$ cat config.mk
export PLATFORM = sky130hd
export DESIGN_NAME = ssg_write_sequencer
export DESIGN_NICKNAME = d
export VERILOG_FILES = /design/src/rtl/ssg_write_sequencer.sv
export SDC_FILE = /design/constraint.sdc
export NUM_CORES = 1
export LEC_CHECK = 0
export ABC_AREA = 1
export BUFFER_PORTS_ARGS = -buffer_cell sky130_fd_sc_hd__buf_2
export CAP_MARGIN = 20
export CELL_PAD_IN_SITES_DETAIL_PLACEMENT = 1
export CELL_PAD_IN_SITES_GLOBAL_PLACEMENT = 1
export CORE_MARGIN = 5
export CORE_UTILIZATION = 48
export CTS_CLUSTER_SIZE = 30
export DETAILED_ROUTE_END_ITERATION = 6
export PLACE_DENSITY = 0.87
export SETUP_SLACK_MARGIN = 0.5
export SKIP_LAST_GASP = 1
export SYNTH_ARGS = -nofsm -noshare
export SYNTH_HDL_FRONTEND = slang
export SYNTH_SLANG_ARGS = --single-unit
$ cat constraint.sdc
create_clock -name clk -period 4.8 [get_ports clk]
set_input_delay 0.96 -clock clk [delete_from_list [all_inputs] [get_ports clk]]
set_output_delay 0.96 -clock clk [all_outputs]
set_load 0.01 [all_outputs]
$ cat src/rtl/ssg_write_sequencer.sv
// Buffers SSG register write requests in a small FIFO and replays each as a
// latch write (PORT_ADDR) followed by a data write (PORT_ADDR+1) on the I/O bus.
module ssg_write_sequencer #(
  parameter int          DEPTH_LOG2    = 2,
  parameter int          STROBE_CYCLES = 6,
  parameter int          GAP_CYCLES    = 1,
  parameter logic [15:0] PORT_ADDR     = 16'h00A0
) (
  input  logic                  reset_n,
  input  logic                  clk,
  input  logic                  req_valid,
  output logic                  req_ready,
  input  logic [3:0]            req_reg,
  input  logic [7:0]            req_data,
  input  logic                  bus_free,
  output logic                  busy,
  output logic [DEPTH_LOG2:0]   fifo_level,
  output logic                  iorq_n,
  output logic                  wr_n,
  output logic [15:0]           address,
  output logic [7:0]            wdata
);

  localparam int DEPTH = 1 << DEPTH_LOG2;
  localparam int MAXC  = (STROBE_CYCLES > GAP_CYCLES) ? STROBE_CYCLES : GAP_CYCLES;
  localparam int CNT_W = (MAXC > 1) ? $clog2(MAXC) : 1;
  localparam logic [CNT_W-1:0]    STROBE_LD = CNT_W'(STROBE_CYCLES - 1);
  localparam logic [CNT_W-1:0]    GAP_LD    = CNT_W'(GAP_CYCLES - 1);
  localparam logic [DEPTH_LOG2:0] FULL_LVL  = (DEPTH_LOG2 + 1)'(DEPTH);
  localparam logic [15:0]         DATA_ADDR = PORT_ADDR + 16'd1;

  typedef enum logic [2:0] {
    IDLE, ADDR_STROBE, ADDR_GAP, DATA_STROBE, DATA_GAP
  } state_t;

  state_t                state, state_nx;
  logic [CNT_W-1:0]      cnt, cnt_nx;
  logic [11:0]           mem [DEPTH];
  logic [DEPTH_LOG2-1:0] wr_ptr, rd_ptr;
  logic [7:0]            cur_data;
  logic                  push, pop;
  logic                  iorq_nx, wr_nx;
  logic [15:0]           addr_nx;
  logic [7:0]            wdata_nx;

  // Ready comes from the registered level only, so a pop never frees a slot
  // for a push in the same cycle.
  assign req_ready = (fifo_level != FULL_LVL);
  assign push      = req_valid && req_ready;
  assign busy      = (state != IDLE) || (fifo_level != '0);

  always_ff @(posedge clk) begin
    if (push) mem[wr_ptr] <= {req_reg, req_data};
    if (pop)  cur_data    <= mem[rd_ptr][7:0];
  end

  always_ff @(posedge clk or negedge reset_n) begin
    if (!reset_n) begin
      wr_ptr     <= '0;
      rd_ptr     <= '0;
      fifo_level <= '0;
      state      <= IDLE;
      cnt        <= '0;
      iorq_n     <= 1'b1;
      wr_n       <= 1'b1;
      address    <= '0;
      wdata      <= '0;
    end else begin
      if (push) wr_ptr <= wr_ptr + 1'b1;
      if (pop)  rd_ptr <= rd_ptr + 1'b1;
      case ({push, pop})
        2'b10:   fifo_level <= fifo_level + 1'b1;
        2'b01:   fifo_level <= fifo_level - 1'b1;
        default: fifo_level <= fifo_level;
      endcase
      state   <= state_nx;
      cnt     <= cnt_nx;
      iorq_n  <= iorq_nx;
      wr_n    <= wr_nx;
      address <= addr_nx;
      wdata   <= wdata_nx;
    end
  end

  // Counter is loaded with N-1 on phase entry; a phase ends when it reads zero.
  always_comb begin
    state_nx = state;
    cnt_nx   = cnt;
    iorq_nx  = iorq_n;
    wr_nx    = wr_n;
    addr_nx  = address;
    wdata_nx = wdata;
    pop      = 1'b0;
    case (state)
      IDLE: begin
        if ((fifo_level != '0) && bus_free) begin
          pop      = 1'b1;
          state_nx = ADDR_STROBE;
          cnt_nx   = STROBE_LD;
          iorq_nx  = 1'b0;
          wr_nx    = 1'b0;
          addr_nx  = PORT_ADDR;
          wdata_nx = {4'd0, mem[rd_ptr][11:8]};
        end
      end
      ADDR_STROBE, DATA_STROBE: begin
        if (cnt == '0) begin
          state_nx = (state == ADDR_STROBE) ? ADDR_GAP : DATA_GAP;
          cnt_nx   = GAP_LD;
          iorq_nx  = 1'b1;
          wr_nx    = 1'b1;
          addr_nx  = '0;
          wdata_nx = '0;
        end else begin
          cnt_nx = cnt - 1'b1;
        end
      end
      ADDR_GAP: begin
        if (cnt != '0) begin
          cnt_nx = cnt - 1'b1;
        end else if (bus_free) begin
          state_nx = DATA_STROBE;
          cnt_nx   = STROBE_LD;
          iorq_nx  = 1'b0;
          wr_nx    = 1'b0;
          addr_nx  = DATA_ADDR;
          wdata_nx = cur_data;
        end
      end
      DATA_GAP: begin
        if (cnt == '0) state_nx = IDLE;
        else           cnt_nx   = cnt - 1'b1;
      end
      default: state_nx = IDLE;
    endcase
  end

endmodule
### After elaboration in Yosys (flattened, before gate mapping)

Memory sizes are Yosys's and may differ from the RTL's.
Cells that the tools add are included.

* reduce and logical (&&, ||, !) cells: 15
* $add $sub $neg: 5
* muxes and demuxes: 33
* eq/ne operators: 14

Operator list (number)
* 16-bit 2-to-1 mux: 4
* 16-bit one-hot mux with 3 select lines: 1
* 3-bit 2-to-1 mux: 11
* 8-bit 2-to-1 mux: 4
* 3-bit one-hot mux with 4 select lines: 2
* 8-bit one-hot mux with 3 select lines: 1
* 2-bit != test (second input constant): 6
* 3-bit nonzero test: 4
* 5-bit AND reduction: 2
* 1-bit 2-to-1 mux: 8
* 3-bit by 2-bit == test with 1-bit output (second input constant): 2
* 3-bit zero test: 2
* 3-bit != test (second input constant): 2
* 3-bit one-hot mux with 2 select lines: 1
* 3-bit by 1-bit subtractor with 3-bit output (second input constant): 2
* 2-bit by 1-bit adder with 2-bit output (second input constant): 2
* 4-bit AND reduction: 1
* 4-bit nonzero test: 1
* 3-bit by 1-bit adder with 3-bit output (second input constant): 1
* 3-bit by 1-bit == test with 1-bit output (second input constant): 1
* 3-bit == test (second input constant): 1
* 1-bit one-hot mux with 3 select lines: 1
* 2-bit by 1-bit == test with 1-bit output (second input constant): 1
* 2-bit == test (second input constant): 1
* other kinds (4): 5

* word-level logic and storage cells: 77
* register bits after elaboration: 46
* output and inout port bits: 31
* input port bits: 16
* memories kept: 1
* memory bits (writable): 48

Memories
* mem: depth 4, bits a word 12, rd ports 1, clocked after Yosys merged registers in 0, wr ports 1, RTL line 38 `logic [11:0] mem [DEPTH];`

### Longest topological paths before layout

* word-level depth: 6
* mapped depth: 10
* gate-level depth less buffers: 10

### Least setup slack after synthesis

Ideal clock, no wire load.

* kind: input-to-reg
* start point: in bus_free
* end point: reg fifo_level[2]
* data required time: 4.669 ns
* stages on the path: 8
* buffers on the path: 0
* arrival: 2.582 ns
* setup time: 0.131 ns
* slack: 2.087 ns
* cell sequence: nand2_1 -> nor2_1 -> ha_1 -> inv_1 -> fa_1 -> a21oi_1 -> o21ai_0 -> xor2_1

* longest elaborated chain between the ends: 5
* elaborated cells on any way between the ends: 7
* those cells by class: eq/ne (2); mux (3); reduce/logical (2)

RTL lines
* from (decl): RTL line 15 `input logic bus_free,`
* 1-bit logical AND *: RTL line 96 `if ((fifo_level != '0) && bus_free) begin`
* 1-bit 2-to-1 mux *: RTL line 96
* 1-bit 2-to-1 mux *: RTL line 94 `case (state)`
* via pop: RTL line 41 `logic push, pop;`
* 2-bit by 1-bit == test with 1-bit output or 2-bit == test (tied branches): RTL line 71 `case ({push, pop})`
* 3-bit one-hot mux with 2 select lines or 2-bit nonzero test (tied branches)
* to (signal assigned): RTL line 72 `2'b10: fifo_level <= fifo_level + 1'b1;`
* to (signal assigned): RTL line 73 `2'b01: fifo_level <= fifo_level - 1'b1;`
* to (signal assigned): RTL line 74 `default: fifo_level <= fifo_level;`
* to (decl): RTL line 17 `output logic [DEPTH_LOG2:0] fifo_level,`

Mark *: on every way through the listed nets, which the timed path passes. The rest lies on a longest branch.
A chain may end at the register's enable or synchronous reset.

### Worst setup path after layout

Same ends and word-level chain as after synthesis.

==> summary.md <==
| Metric | Value |
|---|---|
| Outcome | finished, final reports clean |
| Die area | ~9200 um^2 |
| DR iter-0 viols | just over 70 |
| Post-cts resize count | 0 |
| Worst-Margin Slew | ~0.96 ns |
| Cell area after synthesis | 3546 um^2 |
| Total Neg Setup Slack | 0 ns |
| Arr. time, crit path | ~3 ns |
| Setup Buffers After CTS | 0 |
| Vert. Die Dim | around 96 um |
| Setup crit start kind | input port |
| Setup crit end kind | register |
| Grt ovf | 0 |
| Area after DPL | around 3700 um^2 |
| Worst path required time | about 5.0 ns |
| TritonCTS clock tree | yes |
| Power per Cell Area | around 640 nW/um^2 |
| Final Skew | ~0.0097 ns |
| Slowest CP cell | nor2_1 |
| Top cells by area, synth | edfxtp_1 47%, dfrtp_1 16%, nand2_1 9.5% |
| Vias per inst | slightly below 5 |
| H-Tree Depth | 3 |
| Port bufs | 33 |
| RePlAce Congestion | roughly 0.86 |
| Wire per inst | between 15 and 20 um |
| N_diodes | 0 |
| Max Fanout on Critical Path | 11 |
| Vias in the first global route | roughly 2500 |
| Leakage | 1.746 nW |
| CTS max path bufs | 2 |
| Multi-input logic area | ~1000 um^2 |
| Gr usage total | 17.22% |
| Tot Pwr | approximately 2.5 mW |
| Largest net degree at the start of global routing | 28 |
| Min Tclk post-route | about 2.7 ns |
| Clock-pin slew on the worst setup and hold paths | 0.09 ns |
| Leading area contributor after synthesis | edfxtp_1 |
| Slew Limit Headroom | approximately a third |
| Clock Sinks | 80 |
| Post-route ant nets | 0 |
| Register area | approximately 2300 um^2 |
| Count of cell types in the netlist | 24 |
| Final Cell Area | about 4000 um^2 |
| Fillers | between 800 and 900 |
| Antenna violations before repair | 0 |
| Post-synthesis sequential area ratio | roughly 64% |
| I/O pin count | 47 |
| CTS Hold Bufs | 0 |
| Hold_ws | a little under 0.5 ns |
| Pint | about 1.5 mW |
| Clk network pwr share | a little under a fifth |
| Setup violators final | 0 |
| Core Footprint | 7214 um^2 |
| Comb pwr share | a little under two fifths |
| Final worst path period share | between 50% and 60% |
| CP peak stage delay | ~0.61 ns |
| Max frequency | 0.3717 GHz |
| Final WL | a little over 7 mm |
| Rows | 31 |
| Clock Root Buffer | clkbuf_8 |
| Register bit total from synthesis | 80 |
| Unrepaired setup endpoints after global routing | no |
| Critical-path cell list | buf_2 > nand2_1 > nor2_1 > ha_1 > inv_1 > fa_1 > a21oi_1 > o21ai_0 > xor2_1 |
| Top Family by Delay on Critical Path | simple AND/OR/NAND/NOR gates |
| VDD IR-drop max | roughly 0.00027 V |
| Layout cells sized above 1 | about 16% |
| Die Wd | approximately 96 um |
| Vias | roughly 2400 |
| Min-Delay Path Class | register to register |
| Cells after synthesis | ~340 |
| Dpl hpwl | about 5.1 mm |
| Pre-Repair DR Iteration Count | 4 |
| Slew Limit Fails | 0 |
| Initial cell density of the core | 49.15% |
| WP buf/inv | 2 |
| Net Switching | about 1.1 mW |
| Final hold vios | 0 |
| Switching part of the total | between 40% and 50% |
| Seq pwr share | between 40% and 50% |
| CP Class | input port to register |
| Global-route wire length before repair | between 10 and 15 mm |
| TritonCTS buffer count | 9 |
| Clk_lat worst skew | ~0.36 ns |
| Total of max-cap violations | 0 |
| # nets final | about 400 |
| Syn_area_per_cell | 10.52 um^2 |
| YS warnings | 0 |
| Top cell type's share of synthesized area | 47.42% |
| Post-route DRC | 0 |
| Area delta synth->final | 11.08% |
[per-layer routing]
metal	share of wire, %	up-vias	track usage, %
li1	-	1146	-
met1	43	1153	20.35
met3	3.7	8	3.597
met5	0	-	0
met4	1.5	0	7.464
met2	52	48	30.23
[power groups by stage]
| stage | Combinational (mW) | Sequential, mW | Clock (mW) |
|---|---|---|---|
| 6_report | 0.942 | 1.11 | 0.483 |
| 3_5_place_dp | 0.937 | 1.13 | 0 |
| 2_1_floorplan | 0.732 | 1.08 | 0 |
| 5_1_grt | 1.09 | 1.13 | 0.528 |
| 4_1_cts | 0.948 | 1.11 | 0.494 |
| 3_3_place_gp | 0.898 | 1.11 | 0 |
[synthesized netlist by cell type, drive strengths merged]
cell type,instances
a21boi,1
a21oi,4
buf,21
clkbuf,4
conb,1
dfrtp,23
dfstp,1
edfxtp,56
fa,1
ha,7
inv,30
nand2,94
nand3,24
nor2,34
o21ai,21
o21bai,1
o22ai,8
xnor2,1
xor2,5
[cell usage in the layout (no fill, tap or decap), types with 8 or more instances in the layout]
cell / n
nand2_1: 90
clkbuf_8: 9
o21ai_0: 21
edfxtp_1: 56
inv_1: 30
nor2_1: 31
buf_2: 33
dfrtp_1: 23
conb_1: 13
nand3_1: 24
o22ai_1: 8
[metrics by stage]
| step | setup slack, ns | util [%] | cells |
|---|---|---|---|
| 2_1_floorplan | 2.087 | - | 349 |
| 3_3_place_gp | 1.793 | 51.49 | 457 |
| 3_5_place_dp | 1.719 | 51.49 | 457 |
| 4_1_cts | 2.085 | 54.23 | 473 |
| 5_1_grt | 1.888 | 54.60 | 476 |
| 6_report | 2.110 | 54.60 | 476 |
[worst reg2reg max path: stages, from the launching register on]
cell and delay [ns]:
dfrtp_1 0.48, nor2_2 0.25, nand2_2 0.08, nor2_1 0.62, ha_1 0.29, inv_1 0.08, fa_1 0.38, a21oi_1 0.14
o21ai_0 0.11, xor2_1 0.15
[logic make-up after synthesis]
group / synth area share, %
AO/OA/AOI/OAI: 5.364
adder cells (fa/ha/maj): 3.034
XOR/XNOR: 1.482
other: 0.1058
buffers and inverters: 8.045
flip-flops: 64.40
AND/OR/NAND/NOR: 17.57
[registers in the layout (all words and copies together), names as in the netlist]
signal and flops:
rd_ptr 2, address 2, state 3, wdata 8, cnt 3, cur_data 8
wr_n 1, fifo_level 3, mem 48, wr_ptr 2
[final cells by class]
cell class / count / share of cell area [%]
flip-flops and latches: 80 / 57.97
repair buffers: 37 / 5.051
clock inverters: 7 / 1.874
well taps: 99 / 3.145
multi-input cells: 214 / 25.95
inverters: 30 / 2.859
clock buffers: 9 / 3.145
[worst paths after layout]
check / start / to / slack (ns) / depth (start not counted)
setup / recovery: bus_free / fifo_level[2]$_DFFE_PN0P_ / 2.11 / 9
hold / removal: wr_n$_DFFE_PN1P_ / wr_n$_DFFE_PN1P_ / 0.48 / 2
setup reg to reg: state[1]$_DFFE_PN0P_ / fifo_level[2]$_DFFE_PN0P_ / 2.12 / 9
hold reg to reg: wr_n$_DFFE_PN1P_ / wr_n$_DFFE_PN1P_ / 0.48 / 2
max in group asynchronous: reset_n / state[2]$_DFFE_PN0P_ / 3.84 / 1
min in group asynchronous: reset_n / wdata[4]$_DFFE_PN0P_ / 0.58 / 1
No activity file was read; power rests on OpenSTA's default activity.
